==> config.mk <==
export PLATFORM = sky130hd
export DESIGN_NAME = inst_fetch_ctrl
export DESIGN_NICKNAME = d
export VERILOG_FILES = /design/src/rtl/fetch_pkg.sv /design/src/rtl/fetch_addr_check.sv /design/src/rtl/inst_fetch_ctrl.sv
export SDC_FILE = /design/constraint.sdc
export NUM_CORES = 1
export LEC_CHECK = 0
export CORE_MARGIN = 5
export CORE_UTILIZATION = 48
export CTS_BUF_LIST = sky130_fd_sc_hd__clkbuf_8
export DETAILED_ROUTE_END_ITERATION = 7
export GPL_ROUTABILITY_DRIVEN = 1
export HOLD_SLACK_MARGIN = 0.02
export PLACE_DENSITY = 0.88
export SYNTH_ARGS = -nofsm -noshare
export SYNTH_HDL_FRONTEND = slang
export SYNTH_SLANG_ARGS = --single-unit
==> constraint.sdc <==
create_clock -name clock -period 3.9 [get_ports clock]
set_input_delay 0.585 -clock clock [delete_from_list [all_inputs] [get_ports clock]]
set_output_delay 0.585 -clock clock [all_outputs]
set_load 0.02 [all_outputs]
==> src/rtl/fetch_pkg.sv <==
// Shared types and helpers for the instruction fetch controller.
package fetch_pkg;

    typedef enum logic [1:0] {
        BOOT  = 2'd0,
        RUN   = 2'd1,
        FAULT = 2'd2
    } fetch_state_e;

    localparam int unsigned INST_BYTES = 4;
    localparam logic [31:0] MIPS_NOP   = 32'h0000_0000;

    // Sequential successor; wraps modulo 2^32, the range check stops any wrap from issuing.
    function automatic logic [31:0] next_seq_pc(input logic [31:0] pc);
        return pc + 32'(INST_BYTES);
    endfunction

endpackage

==> src/rtl/fetch_addr_check.sv <==
// Combinational fetch-address legality: word aligned and inside the ROM byte range.
module fetch_addr_check #(
    parameter int ADDR_WIDTH = 8
) (
    input  logic [31:0] addr_i,
    output logic        aligned_o,
    output logic        in_range_o,
    output logic        ok_o
);

    assign aligned_o  = (addr_i[1:0] == 2'b00);
    assign in_range_o = ((addr_i >> (ADDR_WIDTH + 2)) == 32'd0);
    assign ok_o       = aligned_o & in_range_o;

endmodule

==> src/rtl/inst_fetch_ctrl.sv <==
// Fetch sequencer for a registered-output instruction ROM (one-cycle read latency).
// Optional perf counters are enabled by defining INST_FETCH_PERF_EN.
module inst_fetch_ctrl
    import fetch_pkg::*;
#(
    parameter int          ADDR_WIDTH = 8,
    parameter logic [31:0] RESET_PC   = 32'h0000_0000
) (
    input  logic         clock,
    input  logic         reset,
    input  logic         stall_in,
    input  logic         redirect_valid,
    input  logic [31:0]  redirect_pc,
    output logic [31:0]  rom_addr,
    input  logic [31:0]  rom_data,
    output logic [31:0]  inst_out,
    output logic [31:0]  pc_out,
    output logic         inst_valid,
    output logic         fault,
    output logic [31:0]  fault_pc,
    output fetch_state_e state_dbg
`ifdef INST_FETCH_PERF_EN
    ,
    output logic [31:0]  fetch_count,
    output logic [31:0]  stall_count,
    output logic [15:0]  redirect_count
`endif
);

    // Handshake: a word is accepted on a rising edge with inst_valid=1 and stall_in=0;
    // while stall_in=1 the same word/pc is replayed and presented again next cycle.

    fetch_state_e state_q, state_d;
    logic [31:0]  fetch_pc_q, fetch_pc_d;
    logic [31:0]  resp_pc_q, resp_pc_d;
    logic [31:0]  fault_pc_q, fault_pc_d;

    logic redir_aligned, redir_in_range, redir_ok;
    logic fetch_aligned, fetch_in_range, fetch_ok;
    logic unused_chk;

    fetch_addr_check #(.ADDR_WIDTH(ADDR_WIDTH)) u_redir_chk (
        .addr_i     (redirect_pc),
        .aligned_o  (redir_aligned),
        .in_range_o (redir_in_range),
        .ok_o       (redir_ok)
    );

    fetch_addr_check #(.ADDR_WIDTH(ADDR_WIDTH)) u_fetch_chk (
        .addr_i     (fetch_pc_q),
        .aligned_o  (fetch_aligned),
        .in_range_o (fetch_in_range),
        .ok_o       (fetch_ok)
    );

    assign unused_chk = ^{redir_aligned, redir_in_range, fetch_aligned, fetch_in_range};

    always_comb begin
        state_d    = state_q;
        fetch_pc_d = fetch_pc_q;
        resp_pc_d  = resp_pc_q;
        fault_pc_d = fault_pc_q;
        rom_addr   = resp_pc_q;

        if (redirect_valid) begin
            // Redirect wins over stall and is honoured in every state.
            if (redir_ok) begin
                rom_addr   = redirect_pc;
                resp_pc_d  = redirect_pc;
                fetch_pc_d = next_seq_pc(redirect_pc);
                state_d    = RUN;
            end else begin
                state_d    = FAULT;
                fault_pc_d = redirect_pc;
                if (state_q == FAULT) begin
                    rom_addr = fault_pc_q & ~32'd3;
                end
            end
        end else begin
            case (state_q)
                BOOT: begin
                    rom_addr   = fetch_pc_q;
                    resp_pc_d  = fetch_pc_q;
                    fetch_pc_d = next_seq_pc(fetch_pc_q);
                    state_d    = RUN;
                end
                RUN: begin
                    if (stall_in) begin
                        rom_addr = resp_pc_q;
                    end else if (fetch_ok) begin
                        rom_addr   = fetch_pc_q;
                        resp_pc_d  = fetch_pc_q;
                        fetch_pc_d = next_seq_pc(fetch_pc_q);
                    end else begin
                        rom_addr   = fetch_pc_q;
                        state_d    = FAULT;
                        fault_pc_d = fetch_pc_q;
                    end
                end
                FAULT: begin
                    rom_addr = fault_pc_q & ~32'd3;
                end
                default: begin
                    state_d = BOOT;
                end
            endcase
        end

        if (reset) begin
            rom_addr = RESET_PC;
        end
    end

    always_ff @(posedge clock) begin
        if (reset) begin
            state_q    <= BOOT;
            fetch_pc_q <= RESET_PC;
            resp_pc_q  <= RESET_PC;
            fault_pc_q <= 32'd0;
        end else begin
            state_q    <= state_d;
            fetch_pc_q <= fetch_pc_d;
            resp_pc_q  <= resp_pc_d;
            fault_pc_q <= fault_pc_d;
        end
    end

    assign inst_valid = (state_q == RUN);
    assign fault      = (state_q == FAULT);
    assign fault_pc   = fault_pc_q;
    assign pc_out     = resp_pc_q;
    assign inst_out   = inst_valid ? rom_data : MIPS_NOP;
    assign state_dbg  = state_q;

`ifdef INST_FETCH_PERF_EN
    logic [31:0] fetch_cnt_q, stall_cnt_q;
    logic [15:0] redir_cnt_q;

    always_ff @(posedge clock) begin
        if (reset) begin
            fetch_cnt_q <= 32'd0;
            stall_cnt_q <= 32'd0;
            redir_cnt_q <= 16'd0;
        end else begin
            if (inst_valid && !stall_in && fetch_cnt_q != '1) begin
                fetch_cnt_q <= fetch_cnt_q + 32'd1;
            end
            if (inst_valid && stall_in && stall_cnt_q != '1) begin
                stall_cnt_q <= stall_cnt_q + 32'd1;
            end
            if (redirect_valid && redir_ok && redir_cnt_q != '1) begin
                redir_cnt_q <= redir_cnt_q + 16'd1;
            end
        end
    end

    assign fetch_count    = fetch_cnt_q;
    assign stall_count    = stall_cnt_q;
    assign redirect_count = redir_cnt_q;
`endif

endmodule

Yosys cells after proc, flatten, opt, wreduce, memory -nomap -nowiden
Cells that the tools add are included.
{ "classes": {"n_eq_ne": 10, "reduce_logical": 10, "muxes": 27, "n_addsub": 2, "bitwise": 2} }
{ "ops": {"columns": ["operator", "count"], "rows": [
  ["2-to-1 mux 32 bit", 19],
  ["case mux 32 bit (2 select lines)", 2],
  ["case mux 32 bit (3 select lines)", 1],
  ["adder 32 x 3 -> 32 bit, second input constant", 2],
  ["zero test 32 bit", 2],
  ["2-to-1 mux 2 bit", 4],
  ["AND reduction 4 bit", 2],
  ["zero test 2 bit", 3],
  ["!= test 2 bit, second input constant", 3],
  ["!= test 3 bit, second input constant", 2],
  ["case mux 2 bit (3 select lines)", 1],
  ["!= test 2 x 1 -> 1 bit, second input constant", 2],
  ["!= test 3 x 2 -> 1 bit, second input constant", 1],
  ["AND reduction 3 bit", 1],
  ["nonzero test 3 bit", 1],
  ["AND 1 bit", 2],
  ["equality test 2 x 1 -> 1 bit, second input constant", 1],
  ["equality test 2 bit, second input constant", 1],
  ["nonzero test 2 bit", 1]
]} }
{ "word_totals": {"reg_bits": 98, "out_inout_bits": 132, "word_cells": 55} }

Logic depth before layout (Yosys ltp)
Gate-level depths: netlist of the first run.
{ "depth": {"ltp_word": 6, "mapped_depth": 14} }

Hierarchy
A second synthesis of the first run with hierarchy kept.
{ "hier_totals": {"hier_cells": 889, "hier_area_um2": 6620.1} }
{ "by_module_without_submodules": {"columns": ["module", "seq_area_each_um2", "area_each_um2", "cells_each", "n_inst"], "rows": [
  ["inst_fetch_ctrl", 1961.9, 6465.0, 867, 1],
  ["fetch_addr_check", 0.0, 77.6, 11, 2]
]} }

Worst setup path after synthesis of the first run
No wires, ideal clock.
{ "synth_timing": {"path_kind": "input -> register", "from": "input port redirect_valid", "to": "register fetch_pc_q[24]", "setup_time_ps": 132, "arrival_ps": 3337, "setup_slack_ps": 431, "required_time_ps": 3768, "stages": 14, "n_path_buf": 5, "path_cell_list": "buf_2 > buf_2 > buf_2 > buf_2 > buf_1 > mux2i_1 > inv_1 > ha_1 > nand4_1 > a22oi_1 > nand4_1 > nor4_1 > a41o_1 > nor3_1"} }
{ "synth_between": {"elab_chain_cells": 2, "word_cells_on_any_way": 6} }
{ "synth_rtl": {"columns": ["item", "line", "rtl"], "rows": [
  ["from (decl)", "inst_fetch_ctrl.sv:12", "input logic redirect_valid,"],
  ["!= test 3 x 2 -> 1 bit (no source line), or another cell as far along", null, null],
  ["AND reduction 4 bit (no source line)", null, null],
  ["to (signal assigned)", "inst_fetch_ctrl.sv:122", "fetch_pc_q <= fetch_pc_d;"],
  ["to (decl)", "inst_fetch_ctrl.sv:34", "logic [31:0] fetch_pc_q, fetch_pc_d;"]
]} }
Parallel ways exist; a longest one is shown, timed or not.
A chain may end at the register's enable or synchronous reset.

Worst setup path after layout of the first run
{ "layout_timing": {"from": "input port redirect_pc[19]", "to": "output port rom_addr[12]"} }
{ "layout_between": {"elab_chain_cells": 5} }
{ "layout_rtl": {"columns": ["item", "line", "rtl"], "rows": [
  ["from (decl)", "inst_fetch_ctrl.sv:13", "input logic [31:0] redirect_pc,"],
  ["zero test 32 bit", "fetch_addr_check.sv:12", "assign in_range_o = ((addr_i >> (ADDR_WIDTH + 2)) == 32'd0);"],
  ["AND 1 bit", "fetch_addr_check.sv:13", "assign ok_o = aligned_o & in_range_o;"],
  ["2-to-1 mux 32 bit", "inst_fetch_ctrl.sv:67", "if (redir_ok) begin"],
  ["2-to-1 mux 32 bit", "inst_fetch_ctrl.sv:65", "if (redirect_valid) begin"],
  ["2-to-1 mux 32 bit", "inst_fetch_ctrl.sv:109", "if (reset) begin"],
  ["to (decl)", "inst_fetch_ctrl.sv:14", "output logic [31:0] rom_addr,"]
]} }
Every way passes these cells.

==> results of run 1 <==
## Yosys cell counts, types with 9 or more instances
cell      instances  share of area, %
a21oi_1          44               3.5
buf_1            12              0.72
and2_1           38               3.8
nor2_1          100               6.0
a211oi_1         89                11
nand4b_1          9               1.3
buf_2            13               1.0
dfxtp_1          98                32
a31oi_1          11               1.1
mux2i_1          25               4.0
nand2_1          91               5.5
nand4_1          16               1.6
clkbuf_1         50               3.0
a221oi_1         38               5.4
o21ai_0          58               4.7
nor4_1           13               1.3
nand3_1          33               2.7
## worst max path at each step
| stage | startpoint | endpoint | slack, ps |
|---|---|---|---|
| 2_1_floorplan | redirect_valid | fetch_pc_q[24] | 430 |
| 3_3_place_gp | redirect_pc[19] | rom_addr[9] | -150 |
| 3_5_place_dp | redirect_pc[19] | rom_addr[8] | -270 |
| 4_1_cts | redirect_pc[19] | rom_addr[31] | 60 |
| 5_1_grt | redirect_pc[15] | rom_addr[19] | 2 |
| 6_report | redirect_pc[19] | rom_addr[12] | 60 |
## per-stage QoR
stage,cell area (um^2),util (%),power (W),setup slack (ps),cells
final,8720,68.9,0.00288,58.8,1186
after global routing,8720,68.9,0.00302,1.79,1186
after global placement,8460,66.8,0.00218,-153,1171
after floorplan,6220,-,0.00174,431,839
after detailed placement,8460,66.8,0.00220,-274,1171
after CTS,8680,68.5,0.00289,59.5,1186
## routing by layer
layer | track usage, % | up-vias | share of wire, %
met1 | 36.3 | 3397 | 40
met4 | 13.5 | 0 | 3.8
li1 | - | 3483 | -
met5 | 0 | - | 0
met3 | 6.31 | 64 | 9.0
met2 | 46.2 | 396 | 47
## worst reg2reg max path: stages (launching register included)
cell,delay [ps]
dfxtp_1,400
mux2i_1,130
inv_1,90
ha_1,290
nand4_1,220
a22oi_1,420
nand4_1,260
nor4_1,480
a41o_1,230
nor3_1,40
## logic make-up after synthesis
kind of cell | Yosys count | synth area share (%)
fa+ha+maj | 1 | 0.201
xor+xnor | 8 | 1.13
compound gates | 283 | 31.1
simple gates | 338 | 26.3
flops | 98 | 31.5
buf+inv | 85 | 5.51
mux | 26 | 4.21
## state kept, by name (all words and copies together) (netlist names)
| register | cells |
|---|---|
| state_dbg | 2 |
| fault_pc | 32 |
| fetch_pc_q | 32 |
| pc_out | 32 |
## area by class of cell
type	instances	share of cell area, %
multi-input cells	656	45.1
repair buffers	237	27.2
flip-flops and latches	98	22.5
well taps	172	2.47
clock buffers	12	1.89
clock inverters	3	0.445
inverters	8	0.344
## repair_timing
action / in CTS / in global routing
resized for setup: 3 / 16
setup buffers: 0 / 0
endpoints found under the setup margin: 32 / 16
## where the power goes
| part | switching [W] | total, W | internal [W] |
|---|---|---|---|
| clock | 0.000356 | 0.000699 | 0.000343 |
| sequential | 0.0000862 | 0.00117 | 0.00109 |
| combinational | 0.000570 | 0.00101 | 0.000442 |
==> reports/metrics.csv, run 1 <==
metric;value;unit
Port Buffers;199;
fin. max-slew vios;0;
number of diodes;0;
status;finished clean;
clock sinks;98;
pin slew with the least headroom to its limit;902;ps
LEAKAGE;3.39;nW
Max Cap Viol;0;
hold crit path type;register to register;
Synth Instances;839;
Final Hold Viols;0;
setup violators final;0;
Max FO, Critical Path;10;
post-synth cell types;60;
die height;124;um
CP Class;input pin to output pin;
gr ovfl total;0;
r2r setup slk;1230;ps
std cell rows;41;
most common flop cell mapped by yosys;dfxtp_1;
critical path endpoint category;output pin;
CP Cell Sequence;clkdlybuf4s50_1 -> nor4_4 -> nand4_1 -> o211a_1 -> buf_4 -> nor2_1 -> a21oi_1 -> a211oi_1 -> clkdlybuf4s50_1;
period utilisation layout;98.5;%
Worst Reg-to-Reg Cells;9;
Req. time, crit path;3310;ps
largest net degree at the start of global routing;78;
Post-synth EDFFs;0;
Mapped Nets;908;
Clock Tree Root;clkbuf_8;
worst ir drop on vdd;0.170;mV
gpl congestion;0.950;
Critical path buffers and inverters;3;
Post-Synthesis Mean Instance Area;7.41;um^2
worst reg2reg path endpoint;fetch_pc_q[24];
Worst Skew;10.4;ps
FFs w/ async S/R, synth;0;%
unrepaired setup endpoints after global routing;no;
Pre-antenna DRT Iters;6;
DR iter-0 viols;764;
io pins;200;
Initial Util;49.1;%
latest clock arrival within the worst-skew pair;380;ps
Mapped Area;6220;um^2
hold_sp;fetch_pc_q[3];
Core Region;12700;um^2
first-pass GRT wire length;35.3;mm
Seq cells post-synth;98;
WHS Path Cells;2;
drc violations;0;
Final nets;1079;
setup TNS;0;ps
Inserted Clock Buffers;9;
WP depth;9;
antenna violations before repair;0;
sequential area share after synthesis;31.5;%
post-detailed-route wirelength per cell;18.6;um
Tot GR Track Use;28.6;%
cell repeated most along the worst path;clkdlybuf4s50_1;
vias in the first global route;6951;
htree depth;3;
vias per cell;6.19;
Synth Warn #;0;
Fin Hold WS;505;ps
Routed WL;22.0;mm
synth-to-layout area growth;40.3;%
Worst Path Arrival;3260;ps
most common cell after layout, fill and taps aside;clkdlybuf4s50_1;
worst r2r src;fetch_pc_q[2];
register area;1960;um^2
post-detail-place hpwl;15.7;mm
clock tree buffer depth;2;
overall die area;15300;um^2
relative slew slack;39.6;%
Top Family by Delay on Critical Path;buffers and inverters;
Worst path slowest cell;clkdlybuf4s50_1;
fillcell total;1027;
Routed Antenna Nets;0;
minimum clock period;3840;ps
Largest stage delay, worst path;660;ps
Worst setup SP type;input pin;
hold path endpoint;fetch_pc_q[3];
vias;7340;
layout cells sized above 1;6.41;%
DIE WIDTH;124;um
Max Clk Rate;260;MHz
hold_buf cts;0;
commonest cells after routing, fill and taps aside;181 x clkdlybuf4s50_1, 100 x nor2_1, 98 x dfxtp_1, 91 x nand2_1, 89 x a211oi_1;
TritonCTS clock tree;done;
Clk pin slew, worst setup/hold paths;90;ps
multi-input logic area;3940;um^2
P per Cell Area;331;nW/um^2
No activity file was read; power rests on OpenSTA's default activity.
==> run 2: changes to the inputs <==
Settings changed: CAP_MARGIN set to 20, CTS_BUF_LIST sky130_fd_sc_hd__clkbuf_8 to sky130_fd_sc_hd__clkbuf_2, CTS_CLUSTER_DIAMETER set to 80.
==> reports/metrics.csv, run 2 (synthesized netlist as in run 1, its figures left out) <==
metric;value;unit;change
Critical path buffers and inverters;3;;unchanged
synth-to-layout area growth;38.6;%;was 40.3%
gpl congestion;0.950;;unchanged
vias;7318;;was 7340
hold_buf cts;0;;unchanged
setup violators final;0;;unchanged
overall die area;15300;um^2;unchanged
Max Cap Viol;0;;unchanged
Inserted Clock Buffers;9;;unchanged
Max Clk Rate;260;MHz;about the same
Comb power frac;37.8;%;was 35.1%
Worst Skew;27.7;ps;was 10.4 ps
io pins;200;;unchanged
Tot GR Track Use;28.5;%;was 28.6%
P per Cell Area;310;nW/um^2;was 331 nW/um^2
LEAKAGE;3.35;nW;was 3.39 nW
Clock power frac;18.2;%;was 24.2%
Routed WL;21.9;mm;was 22.0 mm
internal power;0.00167;W;was 0.00187 W
commonest cells after routing, fill and taps aside;181 x clkdlybuf4s50_1, 100 x nor2_1, 98 x dfxtp_1, 91 x nand2_1, 89 x a211oi_1;;unchanged
fin. max-slew vios;0;;unchanged
gr ovfl total;0;;unchanged
first-pass GRT wire length;35.1;mm;was 35.3 mm
TritonCTS clock tree;done;;unchanged
minimum clock period;3850;ps;was 3840 ps
post-detailed-route wirelength per cell;18.5;um;was 18.6 um
worst ir drop on vdd;0.143;mV;was 0.170 mV
WHS Path Cells;3;;was 2
Worst path slowest cell;clkdlybuf4s50_1;;unchanged
period utilisation layout;98.7;%;was 98.5%
largest net degree at the start of global routing;78;;unchanged
Worst setup SP type;input pin;;unchanged
Largest stage delay, worst path;660;ps;about the same
vias in the first global route;6908;;was 6951
Worst Path Arrival;3270;ps;was 3260 ps
cell repeated most along the worst path;clkdlybuf4s50_1;;unchanged
WP depth;9;;unchanged
CP Class;input pin to output pin;;unchanged
critical path endpoint category;output pin;;unchanged
Max FO, Critical Path;10;;unchanged
Core Region;12700;um^2;unchanged
switching part of the total;37.4;%;was 35.1%
Initial Util;49.1;%;unchanged
Clk pin slew, worst setup/hold paths;250;ps;was 90 ps
Final Hold Viols;0;;unchanged
switching power total;0.000999;W;was 0.00101 W
Top Family by Delay on Critical Path;buffers and inverters;;unchanged
setup TNS;0;ps;unchanged
DR iter-0 viols;767;;was 764
pin slew with the least headroom to its limit;924;ps;was 902 ps
Clock Tree Root;clkbuf_2;;was clkbuf_8
DIE WIDTH;124;um;unchanged
vias per cell;6.17;;was 6.19
CP Cell Sequence;clkdlybuf4s50_1 -> nor4_4 -> nand4_1 -> o211a_1 -> buf_4 -> nor2_1 -> a21oi_1 -> a211oi_1 -> clkdlybuf4s50_1;;unchanged
relative slew slack;38.1;%;was 39.6%
post-cts resize count;3;;unchanged
drc violations;0;;unchanged
layout cells sized above 1;6.21;%;was 6.41%
post-detail-place hpwl;15.7;mm;unchanged
antenna violations before repair;1;;was 0
non-filler cells, final;1187;;was 1186
Final Core Density;68.0;%;was 68.9%
die height;124;um;unchanged
Port Buffers;199;;unchanged
Routed Antenna Nets;0;;unchanged
setup bufs post-CTS;0;;unchanged
std cell rows;41;;unchanged
status;finished clean;;unchanged
Inst Count DP;1171;;unchanged
Worst Reg-to-Reg Cells;9;;unchanged
Pre-antenna DRT Iters;6;;unchanged
unrepaired setup endpoints after global routing;no;;unchanged
Req. time, crit path;3310;ps;about the same
htree depth;3;;unchanged
Final nets;1079;;unchanged
hold crit path type;input pin to register;;was register to register
latest clock arrival within the worst-skew pair;610;ps;was 380 ps
clock tree buffer depth;2;;unchanged
clock sinks;98;;unchanged
most common cell after layout, fill and taps aside;clkdlybuf4s50_1;;unchanged
Reg power frac;44.0;%;was 40.7%
-- run 2: changes by cell type in the layout (fill, tap and decap cells not counted) --
cell,previous run,this run
diode_2,0,1
inv_1,7,6
clkinv_1,2,5
clkbuf_2,0,10
clkbuf_8,12,0
-- run 2: tightest hold or removal path: stages --
cell	delay [ps]
buf_4	240
nand4_1	120
a31oi_1	80
-- run 2: worst paths after layout --
kind,slack (ps),end,startpoint
hold reg to reg,520,fault_pc[0],fault_pc[0]
setup / recovery,50,rom_addr[12],redirect_pc[19]
setup reg to reg,1250,fetch_pc_q[24],fetch_pc_q[3]
hold / removal,440,fetch_pc_q[5],redirect_valid
-- run 2: cell type report --
class	instances	area, um^2
Multi-Input combinational cell	656	3940
Clock buffer	10	50.0
Antenna cell	1	2.50
Tap cell	172	215
Fill cell	1050	4050
Clock inverter	5	46.3
Inverter	8	30.0
Sequential cell	98	1960
Timing Repair Buffer	237	2370
-- run 2: power groups by stage --
stage                     Clock, W  Combinational, W  Sequential, W
after global routing      0.000518           0.00110        0.00119
after detailed placement         0           0.00101        0.00119
final                     0.000485           0.00101        0.00118
after floorplan                  0          0.000478        0.00127
after global placement           0          0.000991        0.00119
after CTS                 0.000482           0.00101        0.00117
-- run 2: stage by stage --
step / hold slack (ps) / setup WS (ps) / total power, W / instance area [um^2]
CTS: 417 / 59.4 / 0.00267 / 8580
global placement: 475 / -153 / 0.00218 / 8460
global route: 423 / 1.69 / 0.00280 / 8620
finish: 441 / 49.7 / 0.00267 / 8620
floorplan: 458 / 431 / 0.00174 / 6220
detailed placement: 497 / -274 / 0.00220 / 8460
-- run 2: routing by layer --
layer / vias to the layer above / global-route usage [%] / wire length (um)
met5: - / 0 / 0
met4: 0 / 14.4 / 816
met3: 57 / 5.95 / 1760
met2: 347 / 46.2 / 10400
met1: 3432 / 35.8 / 8950
li1: 3482 / - / -
